### src/rtl/snake_body_tracker.sv
// Snake body tracker: keeps the segment list of a snake on a 16x16 grid, evaluates
// one move per tick and reports apple pickups, border/self collisions and the win.
module snake_body_tracker #(
  parameter int MAX_LENGTH = 16
) (
  input  logic                            clk,
  input  logic                            reset,
  input  logic                            s_reset,
  input  logic                            tick,
  input  logic [1:0]                      dir,
  input  logic [7:0]                      apple_cord,
  output logic [8*MAX_LENGTH-1:0]         body,
  output logic [$clog2(MAX_LENGTH+1)-1:0] length,
  output logic                            goodColl,
  output logic                            badColl,
  output logic                            win
);
  localparam int LW = $clog2(MAX_LENGTH+1);

  localparam logic [1:0] DIR_UP    = 2'b00;
  localparam logic [1:0] DIR_DOWN  = 2'b01;
  localparam logic [1:0] DIR_LEFT  = 2'b10;
  localparam logic [1:0] DIR_RIGHT = 2'b11;

  typedef enum logic [1:0] {ST_RUN, ST_OVER, ST_WIN} state_t;

  state_t        state;
  logic [1:0]    heading;
  logic [1:0]    heading_nxt;
  logic [7:0]    seg [MAX_LENGTH];
  logic [3:0]    head_x;
  logic [3:0]    head_y;
  logic [7:0]    next_head;
  logic          grow;
  logic          border_hit;
  logic          self_hit;
  logic [LW-1:0] hit_limit;
  logic [LW-1:0] shift_limit;

  always_comb begin
    // NOTE: every signal written here gets a value before any branch, so no latch is inferred.
    heading_nxt = (dir == (heading ^ 2'b01)) ? heading : dir;
    head_x      = seg[0][7:4];
    head_y      = seg[0][3:0];
    case (heading_nxt)
      DIR_UP:   head_y = seg[0][3:0] - 4'd1;
      DIR_DOWN: head_y = seg[0][3:0] + 4'd1;
      DIR_LEFT: head_x = seg[0][7:4] - 4'd1;
      default:  head_x = seg[0][7:4] + 4'd1;
    endcase
    next_head  = {head_x, head_y};
    border_hit = (head_x == 4'h0) || (head_x == 4'hF) || (head_y == 4'h0) || (head_y == 4'hF);
    grow       = (next_head == apple_cord);
    // The tail cell vacates on a plain move, but stays occupied when growing.
    hit_limit   = grow ? length : length - LW'(1);
    shift_limit = length + LW'(grow);
    self_hit    = 1'b0;
    for (int i = 0; i < MAX_LENGTH; i++) begin
      if ((LW'(i) < hit_limit) && (seg[i] == next_head)) self_hit = 1'b1;
    end
  end

  // NOTE: state is updated with non-blocking assignments only, so every read sees the pre-edge value.
  // NOTE: the segment array is reset explicitly; its reset contents are the starting snake.
  always_ff @(posedge clk or negedge reset) begin
    if (!reset) begin
      state    <= ST_RUN;
      heading  <= DIR_RIGHT;
      length   <= LW'(2);
      goodColl <= 1'b0;
      badColl  <= 1'b0;
      win      <= 1'b0;
      for (int i = 0; i < MAX_LENGTH; i++) seg[i] <= (i == 0) ? 8'h88 : (i == 1) ? 8'h78 : 8'h00;
    end else if (s_reset) begin
      state    <= ST_RUN;
      heading  <= DIR_RIGHT;
      length   <= LW'(2);
      goodColl <= 1'b0;
      badColl  <= 1'b0;
      win      <= 1'b0;
      for (int i = 0; i < MAX_LENGTH; i++) seg[i] <= (i == 0) ? 8'h88 : (i == 1) ? 8'h78 : 8'h00;
    end else begin
      goodColl <= 1'b0;
      if (tick && (state == ST_RUN)) begin
        if (border_hit || self_hit) begin
          state   <= ST_OVER;
          badColl <= 1'b1;
        end else begin
          heading <= heading_nxt;
          seg[0]  <= next_head;
          for (int i = 1; i < MAX_LENGTH; i++) begin
            if (LW'(i) < shift_limit) seg[i] <= seg[i-1];
          end
          if (grow) begin
            length   <= length + LW'(1);
            goodColl <= 1'b1;
            if (length + LW'(1) == LW'(MAX_LENGTH)) begin
              state <= ST_WIN;
              win   <= 1'b1;
            end
          end
        end
      end
    end
  end

  for (genvar g = 0; g < MAX_LENGTH; g++) begin : g_pack
    assign body[8*g +: 8] = seg[g];
  end

endmodule
### config.mk
export PLATFORM = sky130hd
export DESIGN_NAME = snake_body_tracker
export DESIGN_NICKNAME = d
export VERILOG_FILES = /design/src/rtl/snake_body_tracker.sv
export SDC_FILE = /design/constraint.sdc
export NUM_CORES = 1
export LEC_CHECK = 0
export ABC_AREA = 1
export CELL_PAD_IN_SITES_DETAIL_PLACEMENT = 0
export CELL_PAD_IN_SITES_GLOBAL_PLACEMENT = 2
export CORE_AREA = 2 2 165 151
export CTS_BUF_LIST = sky130_fd_sc_hd__clkbuf_4
export DETAILED_ROUTE_END_ITERATION = 6
export DIE_AREA = 0 0 167 153
export DONT_BUFFER_PORTS = 1
export HOLD_SLACK_MARGIN = 0.02
export PLACE_DENSITY = 0.94
export SYNTH_ARGS = -nofsm -noshare
export SYNTH_HDL_FRONTEND = slang
export SYNTH_SLANG_ARGS = --single-unit
### constraint.sdc
create_clock -name clk -period 11.5 [get_ports clk]
set_input_delay 0.575 -clock clk [delete_from_list [all_inputs] [get_ports clk]]
set_output_delay 0.575 -clock clk [all_outputs]
set_load 0.05 [all_outputs]
==> flow_metrics.tcl <==
set metrics [dict create \
    status "complete, no violations" \
    synth_common_cells "nand2_1 (391), inv_1 (156), nor2_1 (155)" \
    yosys.area_share.simple 0.3893 \
    cap_violations 0 \
    syn-cell-area_um2 9353 \
    syn_nets 1340 \
    initial_core_util 0.3921 \
    rsz0062_at_grt "no" \
    synth_flop_cell "dfrtp_1" \
    synth.most_common_cell "nand2_1" \
    synthXorXnorAreaFrac 0.08615 \
    skew_ns 0.03425 \
    grt_overflow 0 \
    grt_util_all_layers 0.2322 \
    synth.area.top_cells "dfrtp_1 (35%), nand2_1 (16%), xor2_1 (7.6%), nand4_1 (6.6%), inv_1 (6.3%)" \
    cp-start-kind "register" \
    postCtsSetupBuffers 0 \
    relSlewSlack 0.3086 \
    synth_top_family_by_area "simple AND/OR/NAND/NOR gates" \
    post_drt_wl_per_cell_um 18.32 \
    tightest_slew_ns 1.037 \
    grt_pass1_vias 7974 \
    timing.final.crit_share 0.5147 \
    grt_pass1_wl_um 46660 \
    htreeDepth 4 \
    total_power_mw 2.201 \
    tns_ns 0 \
    min_period_ns 5.920 \
    muxShareOfSynthArea 0 \
    required_ns 11.97 \
    total_leakage_power_nw 4.901 \
    placedCellCount 1575 \
    synth_edf_count 0 \
    antenna_found_initial 1 \
    firstDrtPassIters 5 \
    dieArea_um2 25550 \
    synth_warnings 0 \
    cts_resized 0 \
    viasPerCell 5.204 \
    dp_hpwl_um 20020 \
    post_synth.cell_area_avg_um2 7.107 \
    cts_hold_buf 2 \
    cts-root-buf "clkbuf_4" \
    ys_seq_elements 140 \
    cp.arrival_ns 6.39 \
    min_path_cells 2 \
    vias 8378 \
    cts_tree "done" \
    finalHoldViolations 0 \
    path_clk_slew_ns 0.14 \
    synth_compound_area_frac 0.03518 \
    coreArea_um2 23850 \
    vdd_drop_max_uv 138.3 \
    synth_top_cell_by_area "dfrtp_1" \
    yosysUniqueCellTypes 44 \
    port-buffer-count 0 \
    drive_gt1_frac 0.06764 \
    cp-end-kind "register" \
    worstSkewPairLatency_ns 0.58 \
    synth-seq-area-share 0.3758 \
    crit_top_cell "nand2_1" \
    grt_max_degree 141 \
    p_per_area_nw_per_um2 223.6 \
    whs_ns 0.1185 \
    synth_top_area_share 0.3505 \
    synth-async-reset-ratio 1.000 \
    setup-violations-final 0 \
    cts_sinks 140 \
    fin_cells 1610 \
    final_nets 1312 \
    drc 0 \
    area_growth_pct 5.217 \
    synthAdderAreaFrac 0.01498 \
    clock_path_buffers 2 \
    critPathMaxStageDelay_ns 0.59 \
    initialDrtViolationCount 609 \
    worst-path-max-fanout 56 \
    cts_buffers 17 \
    antenna_left 0 \
    ios 150 \
    slowest_stage "dfstp_2" \
    hp-class "input pin to register" \
    rr_worst_depth 29 \
    syn_inst 1316 \
    crit_type "register to register" \
    rows 54 \
    place_congestion 0.8329 \
    finalMaxSlewViolations 0 \
    die_w_um 167 \
    dieHeight_um 153 \
    fmax_ghz 0.1689 \
    drt-total-wl_um 29490 \
]
stage by stage:
stage          area [um2]    util  worst slack, ns
2_1_floorplan        9353       -            6.955
3_3_place_gp         9497  0.3982            5.689
3_5_place_dp         9497  0.3982            5.567
4_1_cts              9838  0.4125            5.634
5_1_grt              9841  0.4126            5.105
6_report             9841  0.4126            5.580
registers in the layout, indices dropped and copies added, names as in the netlist:
signal    count
win           1
goodColl      1
state         2
heading       2
body        128
length        5
badColl       1
cell families after synthesis:
logic type	Yosys count
adders and majority gates	10
xor gates and xnor gates	92
AOI/OAI and AO/OA	50
buffers and inverters	220
DFF	140
and+or+nand+nor	804
path summary, 6_finish.rpt:
path,slack (ns),from,end
max in group asynchronous,10.31,reset,body[23]
worst min register to register,0.49,heading[0],heading[0]
worst max-delay path,5.58,heading[1],body[89]
worst min-delay path,0.12,dir[1],heading[1]
min in group asynchronous,0.64,reset,body[125]
worst max register to register,5.58,heading[1],body[89]
layout make-up:
type / instances / area (um2)
antenna: 1 / 2.502
clock buffer: 21 / 157.7
clock inverter: 11 / 146.4
fill: 2554 / 14010
inverter: 162 / 608.1
multi-input combinational: 956 / 4921
sequential: 140 / 3515
tap: 308 / 385.4
timing repair buffer: 11 / 105.1
cells in the final DEF, fill, tap and decap left out, types with 3 or more instances in the layout:
| cell | count |
|---|---|
| a21oi_1 | 8 |
| a221oi_1 | 3 |
| buf_4 | 9 |
| bufinv_16 | 3 |
| clkbuf_4 | 21 |
| clkinv_4 | 4 |
| dfrtp_1 | 131 |
| dfstp_2 | 9 |
| ha_1 | 8 |
| inv_1 | 156 |
| inv_2 | 6 |
| nand2_1 | 391 |
| nand2_2 | 10 |
| nand3_1 | 106 |
| nand3_4 | 9 |
| nand4_1 | 98 |
| nor2_1 | 155 |
| nor2_4 | 3 |
| nor3_1 | 14 |
| nor4_1 | 9 |
| o2111ai_1 | 6 |
| o21ai_0 | 17 |
| o21ai_1 | 5 |
| xnor2_1 | 11 |
| xor2_1 | 81 |
critical path, delay by kind of cell, from the launching register on:
kind                     cells  cell delay (ns)
AND/OR/NAND/NOR             21             3.05
XOR/XNOR                     1             0.32
buffers and inverters        5             1.02
flip-flops                   1             0.59
adder cells (fa/ha/maj)      2             0.80
layer usage:
metal	vias up	share of wire	global-route usage
li1	4157	-	-
met1	3985	0.47	0.3195
met2	207	0.45	0.3639
met3	29	0.068	0.06914
met4	0	0.014	0.04680
met5	-	0	0
report_power, final:
part,total (mW),internal (mW),switching (mW)
Sequential,0.901,0.570,0.331
Clock,0.361,0.160,0.201
Combinational,0.939,0.259,0.680
Power figures use the tool's default switching activity.
